$ cat config.mk
export PLATFORM = sky130hd
export DESIGN_NAME = health_tracker
export DESIGN_NICKNAME = d
export VERILOG_FILES = /design/src/rtl/health_tracker.sv
export SDC_FILE = /design/constraint.sdc
export NUM_CORES = 1
export LEC_CHECK = 0
export CAP_MARGIN = 20
export CORE_MARGIN = 4
export CORE_UTILIZATION = 30
export CTS_BUF_LIST = sky130_fd_sc_hd__clkbuf_8
export CTS_CLUSTER_SIZE = 24
export DETAILED_ROUTE_END_ITERATION = 7
export PLACE_DENSITY = 0.58
export RECOVER_POWER = 25
export SLEW_MARGIN = 20
export SYNTH_ARGS = -nofsm -noshare
export SYNTH_HDL_FRONTEND = slang
export SYNTH_SLANG_ARGS = --single-unit
$ cat constraint.sdc
create_clock -name clk -period 2.6 [get_ports clk]
set_clock_uncertainty 0.15 [all_clocks]
set_input_delay 0.39 -clock clk [delete_from_list [all_inputs] [get_ports clk]]
set_output_delay 0.39 -clock clk [all_outputs]
set_load 0.02 [all_outputs]
$ cat src/rtl/health_tracker.sv
// Per-player health, i-frame and death tracking for the 1v1 fight, one cycle per video frame.
// Optional HEALTH_REGEN_EN adds slow health regeneration while a damaged player stays READY.
module health_tracker #(
  parameter logic [2:0] MAX_HEALTH   = 3'd5,
  parameter logic [2:0] HEAVY_DMG    = 3'd2,
  parameter int         IFRAMES      = 30,
  parameter int         REGEN_FRAMES = 180
) (
  input  logic       clk,
  input  logic       reset,
  input  logic [2:0] game_state,
  input  logic       p1_hit,
  input  logic       p2_hit,
  input  logic       p1_heavy,
  input  logic       p2_heavy,
  input  logic       p1_block,
  input  logic       p2_block,
  output logic [2:0] player1_health,
  output logic [2:0] player2_health,
  output logic       p1_invuln,
  output logic       p2_invuln,
  output logic       p1_dmg_ack,
  output logic       p2_dmg_ack
);

  localparam int CNT_W = (IFRAMES > 1) ? $clog2(IFRAMES) : 1;

  typedef enum logic [1:0] {READY, IFRAME, DEAD} state_t;

  function automatic logic [2:0] sat_sub(input logic [2:0] h, input logic [2:0] d);
    return (h > d) ? h - d : 3'd0;
  endfunction

  logic [1:0]       hit_in, heavy_in, block_in;
  logic [1:0]       hit_q, hit_d, ack_q, ack_d;
  logic [2:0]       health_q [2];
  logic [2:0]       health_d [2];
  state_t           state_q  [2];
  state_t           state_d  [2];
  logic [CNT_W-1:0] cnt_q    [2];
  logic [CNT_W-1:0] cnt_d    [2];

`ifdef HEALTH_REGEN_EN
  localparam int RG_W = (REGEN_FRAMES > 1) ? $clog2(REGEN_FRAMES) : 1;
  logic [RG_W-1:0]  regen_q  [2];
  logic [RG_W-1:0]  regen_d  [2];
`endif

  assign hit_in   = {p2_hit, p1_hit};
  assign heavy_in = {p2_heavy, p1_heavy};
  assign block_in = {p2_block, p1_block};

  always_comb begin
    hit_d = hit_in;
    ack_d = 2'b00;
    for (int i = 0; i < 2; i++) begin
      health_d[i] = health_q[i];
      state_d[i]  = state_q[i];
      cnt_d[i]    = cnt_q[i];
`ifdef HEALTH_REGEN_EN
      regen_d[i]  = '0;
`endif
      case (game_state)
        3'd2: begin
          case (state_q[i])
            READY: begin
              if (hit_in[i] && !hit_q[i] && !block_in[i]) begin
                health_d[i] = sat_sub(health_q[i], heavy_in[i] ? HEAVY_DMG : 3'd1);
                ack_d[i]    = 1'b1;
                if (health_d[i] == 3'd0) begin
                  state_d[i] = DEAD;
                end else begin
                  state_d[i] = IFRAME;
                  cnt_d[i]   = CNT_W'(IFRAMES - 1);
                end
              end
`ifdef HEALTH_REGEN_EN
              else if (health_q[i] != 3'd0 && health_q[i] < MAX_HEALTH) begin
                if (regen_q[i] == RG_W'(REGEN_FRAMES - 1)) begin
                  health_d[i] = health_q[i] + 3'd1;
                end else begin
                  regen_d[i] = regen_q[i] + 1'b1;
                end
              end
`endif
            end
            IFRAME: begin
              if (cnt_q[i] == '0) begin
                state_d[i] = READY;
              end else begin
                cnt_d[i] = cnt_q[i] - 1'b1;
              end
            end
            default: begin
              state_d[i]  = DEAD;
              health_d[i] = 3'd0;
            end
          endcase
        end
        // Round over: everything holds so the result screen shows final values
        3'd3, 3'd4, 3'd5: begin
        end
        default: begin
          health_d[i] = MAX_HEALTH;
          state_d[i]  = READY;
          cnt_d[i]    = '0;
        end
      endcase
    end
  end

  always_ff @(posedge clk or posedge reset) begin
    if (reset) begin
      hit_q <= 2'b00;
      ack_q <= 2'b00;
      for (int i = 0; i < 2; i++) begin
        health_q[i] <= MAX_HEALTH;
        state_q[i]  <= READY;
        cnt_q[i]    <= '0;
`ifdef HEALTH_REGEN_EN
        regen_q[i]  <= '0;
`endif
      end
    end else begin
      hit_q <= hit_d;
      ack_q <= ack_d;
      for (int i = 0; i < 2; i++) begin
        health_q[i] <= health_d[i];
        state_q[i]  <= state_d[i];
        cnt_q[i]    <= cnt_d[i];
`ifdef HEALTH_REGEN_EN
        regen_q[i]  <= regen_d[i];
`endif
      end
    end
  end

  assign player1_health = health_q[0];
  assign player2_health = health_q[1];
  assign p1_invuln      = (state_q[0] == IFRAME);
  assign p2_invuln      = (state_q[1] == IFRAME);
  assign p1_dmg_ack     = ack_q[0];
  assign p2_dmg_ack     = ack_q[1];

endmodule

Word level (Yosys, flattened, before mapping)
Index checks and enable logic that the tools add are counted.
- add/subtract/negate cells: 4
- $lt $le $gt $ge: 2
- equality and inequality tests: 18
- mux-type cells: 36
- bitwise gates (word level): 1
- reductions and logical operators: 21
- operator list (kind ; count):
    $pmux W5 S2 ; 4
    $mux W5 ; 6
    $ne A3 B3 Y1 const B ; 8
    $pmux W3 S2 ; 4
    $mux W2 ; 8
    $pmux W2 S2 ; 4
    $mux W3 ; 4
    $reduce_and A3 Y1 ; 4
    $logic_not A5 Y1 ; 2
    $reduce_and A5 Y1 ; 2
    $sub A5 B1 Y5 const B ; 2
    $eq A3 B2 Y1 const B ; 2
    $eq A3 B3 Y1 const B ; 2
    $gt A3 B2 Y1 ; 2
    $logic_not A3 Y1 ; 2
    $mux W1 ; 6
    $ne A3 B2 Y1 const B ; 2
    $sub A3 B2 Y3 ; 2
    $eq A2 B1 Y1 const B ; 2
    $logic_and A1 B1 Y1 ; 4
    $logic_not A1 Y1 ; 4
    $logic_not A2 Y1 ; 2
    $ne A2 B2 Y1 const B ; 2
    $reduce_or A3 Y1 ; 1
    $not A1 Y1 ; 1
- flip-flop bits (word level): 24
- input bits: 11
- logic and storage cells: 90

Depth between registers and ports, before layout
Gate-level depths: netlist of run 1.
- depth after elaboration: 8
- depth in mapped cells: 9

Worst setup path before layout of run 1
OpenSTA, ideal clock, no wires.
- path kind: in2reg
- start point: input p2_heavy
- end point: register cnt_q[3] (netlist bit)
- setup time: 101 ps
- data arrival time: 2122 ps
- required time: 2349 ps
- setup slack: 227 ps
- cell stages on the path: 9
- cells stage by stage: inv_1 ha_1 inv_1 fa_1 nor2b_1 o211a_1 o31ai_2 a21oi_1 nor4_1
- cells in the longest elaborated chain, start to end: 6
- elaborated cells on any way between the ends: 7
- classes of those cells: add/sub (1); order compare (1); eq/ne (1); mux (2); reduce/logical (2)
- RTL lines (item ; RTL line ; text):
    start: declaration ; 15 ; input logic p2_heavy,
    $mux W2 * ; 68 ; health_d[i] = sat_sub(health_q[i], heavy_in[i] ? HEAVY_DMG : 3'd1);
    $sub A3 B2 Y3 / $gt A3 B2 Y1 (equally long branches) ; 31 ; return (h > d) ? h - d : 3'd0;
    $mux W3 * ; 31 ;
    $logic_not A3 Y1 * ; 70 ; if (health_d[i] == 3'd0) begin
    $ne A3 B3 Y1 (no source line) * ; - ;
    $reduce_and A5 Y1 (no source line) * ; - ;
    end signal: indexed assignment ; 130 ; cnt_q[i] <= cnt_d[i];
    end: declaration ; 40 ; logic [CNT_W-1:0] cnt_q [2];
Mark *: on every way between the ends. The rest lies on a longest branch, timed or not.
A chain may end at the register's enable or synchronous reset.

Worst setup path in the final report of run 1
- start point: register health_q, in the netlist player2_health[0]
- end point: register state_q[1] (netlist bit)
- cells in the longest elaborated chain, start to end: 7
- elaborated cells on any way between the ends: 8
- classes of those cells: add/sub (1); order compare (1); mux (5); reduce/logical (1)
- RTL lines (item ; RTL line ; text):
    start: declaration ; 36 ; logic [2:0] health_q [2];
    start signal: indexed assignment ; 128 ; health_q[i] <= health_d[i];
    $sub A3 B2 Y3 / $gt A3 B2 Y1 (equally long branches) ; 31 ;
    $mux W3 * ; 31 ;
    $logic_not A3 Y1 * ; 70 ;
    $mux W2 * ; 70 ;
    $mux W2 * ; 67 ; if (hit_in[i] && !hit_q[i] && !block_in[i]) begin
    $pmux W2 S2 * ; 65 ; case (state_q[i])
    $pmux W2 S2 * ; 63 ; case (game_state)
    end signal: indexed assignment ; 129 ; state_q[i] <= state_d[i];
    end: declaration ; 38 ; state_t state_q [2];
Mark *: on every way between the ends. The rest lies on a longest branch, timed or not. The select of a mux whose other input is x is not followed.

==> results of run 1 <==
critical path, stage by stage, from the launching register on:
cell,delay (ns)
dfstp_2,0.38
inv_1,0.10
ha_4,0.14
inv_1,0.05
fa_2,0.60
nor2b_1,0.05
o211a_1,0.27
nor3_1,0.32
nor3_1,0.08
a22o_1,0.20
cell type report:
class / count / area (um^2)
flip-flops and latches: 24 / 606
repair buffers: 35 / 312
inverters: 18 / 67.6
clock inverters: 1 / 30.0
fillers: 511 / 3060
clock buffers: 3 / 41.3
multi-input cells: 131 / 965
well taps: 70 / 87.6
sequential cells by signal, summed over array words and instances, names as in the netlist:
register,count
state_q,4
player2_health,3
hit_q,2
ack_q,2
player1_health,3
cnt_q,10
synth_stat cells, types with 2 or more instances:
master | n | area share
dfrtp_1 | 20 | 0.31
inv_1 | 17 | 0.040
nand2_1 | 11 | 0.026
nor2_1 | 11 | 0.026
nor3_1 | 10 | 0.031
a21oi_1 | 9 | 0.028
ha_1 | 8 | 0.062
a31oi_1 | 7 | 0.027
o21ai_0 | 5 | 0.016
dfstp_2 | 4 | 0.065
nor2b_1 | 4 | 0.016
o21ai_1 | 4 | 0.012
nand2b_1 | 3 | 0.012
nand3_1 | 3 | 0.0093
nor4_1 | 3 | 0.012
o211ai_1 | 3 | 0.014
a21o_1 | 2 | 0.0093
a21oi_2 | 2 | 0.011
a41o_1 | 2 | 0.012
clkbuf_1 | 2 | 0.0047
fa_1 | 2 | 0.025
nor4b_1 | 2 | 0.011
o21a_1 | 2 | 0.0093
o22ai_1 | 2 | 0.0078
o2bb2ai_1 | 2 | 0.011
o31ai_1 | 2 | 0.0093
o31ai_2 | 2 | 0.016
o41ai_1 | 2 | 0.011
power by group:
part | internal, mW | switching, mW
clock | 0.206 | 0.125
sequential | 0.409 | 0.0379
combinational | 0.149 | 0.178
cells in the final DEF, fill, tap and decap left out, types with 7 or more instances in the layout:
cell type and n:
dfrtp_1 20, inv_1 16, clkdlybuf4s50_1 16, buf_4 14
nand2_1 11, nor2_1 11, nor3_1 10, a21oi_1 9
a31oi_1 7, ha_1 7
metrics by stage:
stage	area [um^2]	hold slack, ns	util	cells	worst slack [ns]
after global routing	2110	0.370	0.408	282	0.0553
after global placement	2000	0.328	0.387	278	-0.169
after CTS	2070	0.323	0.401	282	0.0188
after floorplan	1610	0.252	-	176	0.227
after detailed placement	2000	0.335	0.387	278	-0.285
final	2110	0.356	0.408	282	0.160
repair_timing:
action                                 4_1_cts  5_1_grt
endpoints found under the hold margin        0        0
pin swaps                                    1        3
setup endpoints to repair                    1        5
resized for setup                            0        8
cloned                                       0        0
routing by layer:
| metal | vias to the layer above | GRT usage | share of wire | wire (um) |
|---|---|---|---|---|
| li1 | 739 | - | - | - |
| met1 | 703 | 0.143 | 0.45 | 1680 |
| met2 | 22 | 0.213 | 0.51 | 1900 |
| met3 | 6 | 0.0322 | 0.030 | 112 |
| met4 | 0 | 0.0253 | 0.0091 | 34 |
| met5 | - | 0 | 0 | 0 |
worst paths after layout:
path | to | slack [ns] | depth (start not counted)
max in group asynchronous | cnt_q[1] | 0.64 | 3
min in group asynchronous | cnt_q[4] | 0.86 | 3
worst max-delay path | state_q[1] | 0.16 | 9
worst max register to register | state_q[1] | 0.16 | 9
worst min register to register | cnt_q[9] | 0.36 | 1
worst min-delay path | cnt_q[9] | 0.36 | 1
cell families after synthesis:
| group | count (synthesis) | synth area share |
|---|---|---|
| and+or+nand+nor | 61 | 0.219 |
| muxes | 1 | 0.00698 |
| AOI/OAI and AO/OA | 58 | 0.257 |
| xor gates and xnor gates | 1 | 0.00543 |
| buffers and inverters | 21 | 0.0496 |
| DFF | 24 | 0.375 |
| adders and majority gates | 10 | 0.0868 |
==> impl_metrics.tcl, run 1 <==
set metrics [dict create \
    critPathMaxFanout 3 \
    detail_route.wl_per_cell_um 13.2 \
    hp-class "reg -> reg" \
    relSlewSlack 0.0877 \
    row_count 26 \
    root_buffer "clkbuf_8" \
    crit_start "player2_health[0]" \
    clock_latency_ns 0.27 \
    r2r-start "player2_health[0]" \
    rsz0062_at_grt "no" \
    io_pins 21 \
    coreArea_um2 5170 \
    tritoncts "yes" \
    max_freq_ghz 0.410 \
    drive_gt1_frac 0.175 \
    cts.clk_slew.worst_paths_ns 0.09 \
    drc 0 \
    hpwl_um 2800 \
    min_from "cnt_q[9]" \
    ys_warn_count 0 \
    grt_antenna_before_repair 0 \
    required_ns 2.62 \
    numCtsBuffers 3 \
    critPathKind "reg -> reg" \
    hold_violations 0 \
    grt_pass1_vias 1411 \
    htreeDepth 1 \
    grt_overflow_total 0 \
    synthToLayoutAreaGrowth_pct 30.6 \
    start_util 0.312 \
    avgSynthCellArea_um2 9.17 \
    dr.pass1.iters 4 \
    cellPowerDensity_nw_per_um2 524 \
    dieArea_um2 6620 \
    chipWidth_um 81.4 \
    start_kind "register" \
    p_leak_nw 0.891 \
    grt_use_total 0.120 \
    critPathArrivalTime_ns 2.46 \
    status "completed" \
    async_flop_share 1.00 \
    fin_nets 234 \
    maxCapViolCount 0 \
    setup_viol 0 \
    ctsLongestPathBuffers 2 \
    via_per_inst 5.21 \
    totalWireLength_um 3730 \
    ant_nets 0 \
    slew_viol_final 0 \
    synth-edff-count 0 \
    die_h_um 81.4 \
    ys_types 58 \
    cts_sinks 24 \
    ys.flop_type "dfrtp_1" \
    synth_fp_nets 197 \
    ys_seq_area_frac 0.375 \
    worstMarginPinSlew_ns 1.37 \
    netlist_instances 176 \
    end_kind "register" \
    portBuffers 20 \
    place.gp.congestion 0.761 \
    num_vias 1470 \
    cts_setup_buffers 0 \
    grt_max_degree 25 \
    diodes 0 \
    grt_first_pass_wirelength_um 6310 \
    ctsHoldBuffers 0 \
    p_total_mw 1.10 \
    setup_tns_ns 0 \
    min_period_ns 2.44 \
    drtIter0Drc 33 \
    synth_area_um2 1610 \
    ys_seq_elements 24 \
    fin_crit_sh 0.938 \
    peakVddDrop_uv 214 \
]
Note: power is estimated with default switching activity, not from simulation.
==> run 2: changes to the inputs <==
- CORE_ASPECT_RATIO: default -> 1.5
==> run 2 against run 1 <==
Net effect:
- count of clock-buffer cells in the layout unchanged
- combinational power up 3%
- global-route usage is 0.87 points higher
- critical path type unchanged
==> impl_metrics.tcl, run 2 (synthesized netlist as in run 1, its figures left out) <==
set metrics [dict create \
    crit_top_cell "inv_1" \
    p_total_mw 1.01 \
    max_freq_ghz 0.413 \
    crit_start "player2_health[0]" \
    tritoncts "yes" \
    critPathKind "reg -> reg" \
    grt_use_total 0.128 \
    drtIter0Drc 100 \
    portBuffers 20 \
    drive_gt1_frac 0.187 \
    p_leak_nw 0.894 \
    hpwl_um 3000 \
    rrSetupSlack_ns 0.18 \
    setup_viol 0 \
    diodes 0 \
    peakVddDrop_uv 194 \
    ctsLongestPathBuffers 2 \
    htreeDepth 1 \
    holdPathEnd "cnt_q[9]" \
    maxCapViolCount 0 \
    layout.cells.most_common "dfrtp_1" \
    layout_common_cells "dfrtp_1, inv_1, clkdlybuf4s50_1, buf_4" \
    drc 0 \
    place.gp.congestion 0.830 \
    dp_cells 278 \
    clock_latency_ns 0.26 \
    fin_nets 237 \
    largest_register_ff_count 10 \
    dieArea_um2 6640 \
    grt_antenna_before_repair 0 \
    start_util 0.312 \
    ctsHoldBuffers 0 \
    regMostFlops "cnt_q" \
    fin_crit_sh 0.930 \
    ant_nets 0 \
    rr_worst_depth 9 \
    n_fill_cell 519 \
    status "completed" \
    reg.largest.list "cnt_q: 10 flops, state_q: 4 flops" \
    totalWireLength_um 3930 \
    grt_overflow_total 0 \
    cts.clk_slew.worst_paths_ns 0.09 \
    hp-class "reg -> reg" \
    numCtsBuffers 3 \
    final_cells 282 \
    max_stage_delay_ns 0.58 \
    root_buffer "clkbuf_8" \
    fin_util 0.408 \
    end_kind "register" \
    grt_first_pass_wirelength_um 6760 \
    slew_viol_final 0 \
    synthToLayoutAreaGrowth_pct 30.6 \
    coreArea_um2 5160 \
    via_per_inst 5.30 \
    start_kind "register" \
    cellPowerDensity_nw_per_um2 479 \
    relSlewSlack 0.0618 \
    required_ns 2.62 \
    io_pins 21 \
    num_vias 1494 \
    dr.pass1.iters 4 \
    grt_max_degree 25 \
    die_h_um 97.8 \
    slowest_stage "fa_1" \
    r2r-end "cnt_q[3]" \
    min_period_ns 2.42 \
    rsz0062_at_grt "no" \
    row_count 32 \
    worstMarginPinSlew_ns 1.41 \
    critPathArrivalTime_ns 2.43 \
    cts_sinks 24 \
    detail_route.wl_per_cell_um 13.9 \
    setup_tns_ns 0 \
    hold_violations 0 \
    critPathMaxFanout 3 \
    min_path_cells 1 \
    grt_pass1_vias 1471 \
    r2r-start "player2_health[0]" \
    crit_chain "inv_1 > ha_4 > inv_1 > fa_1 > nor2b_1 > o211a_1 > o31ai_4 > a21oi_2 > nor4_2" \
    min_from "cnt_q[9]" \
    chipWidth_um 67.9 \
]
-- run 2: worst max-delay path, delay by kind of cell (launching register included) --
| family | cells | cell delay [ns] |
|---|---|---|
| flip-flops | 1 | 0.37 |
| buffers and inverters | 2 | 0.14 |
| AO/OA/AOI/OAI | 3 | 0.61 |
| AND/OR/NAND/NOR | 2 | 0.32 |
| adder cells (fa/ha/maj) | 2 | 0.72 |
-- run 2: through the flow --
step / instance area (um^2) / setup slack [ns] / hold slack (ns)
after floorplan: 1610 / 0.227 / 0.252
after global placement: 2010 / -0.193 / 0.327
after detailed placement: 2010 / -0.234 / 0.328
after CTS: 2060 / 0.0175 / 0.337
after global routing: 2110 / 0.0434 / 0.368
final: 2110 / 0.181 / 0.355
-- run 2: final cells by class --
cell class | count | area, um^2 | area share
Sequential cell | 24 | 606 | 0.287
Timing Repair Buffer | 38 | 338 | 0.160
Tap cell | 68 | 85.1 | 0.0404
Clock buffer | 3 | 41.3 | 0.0196
Multi-Input combinational cell | 131 | 971 | 0.461
Inverter | 18 | 67.6 | 0.0320
-- run 2: repair_timing --
action,CTS,global route
endpoints found under the setup margin,0,5
setup buffers,0,1
gates resized for setup,0,10
hold endpoints to repair,0,0
-- run 2: where the power goes --
part	leakage (nW)	total [mW]	switching [mW]	internal, mW
logic	0.561	0.336	0.184	0.152
registers	0.312	0.445	0.0358	0.409
clock network	0.0216	0.227	0.124	0.104
-- run 2: worst max path at each step --
stage / end / slack (ns) / cells past startpoint
CTS: cnt_q[3] / 0.02 / 10
finish: cnt_q[3] / 0.18 / 9
floorplan: cnt_q[3] / 0.23 / 9
global route: cnt_q[4] / 0.04 / 10
global placement: cnt_q[3] / -0.19 / 9
detailed placement: cnt_q[3] / -0.23 / 10
-- run 2: routing by layer --
layer,vias to the layer above,global-route usage,part of all wire
met1,736,0.157,0.42
met3,2,0.0184,0.027
met5,-,0,0
met4,0,0.0398,0.0084
li1,736,-,-
met2,20,0.225,0.55
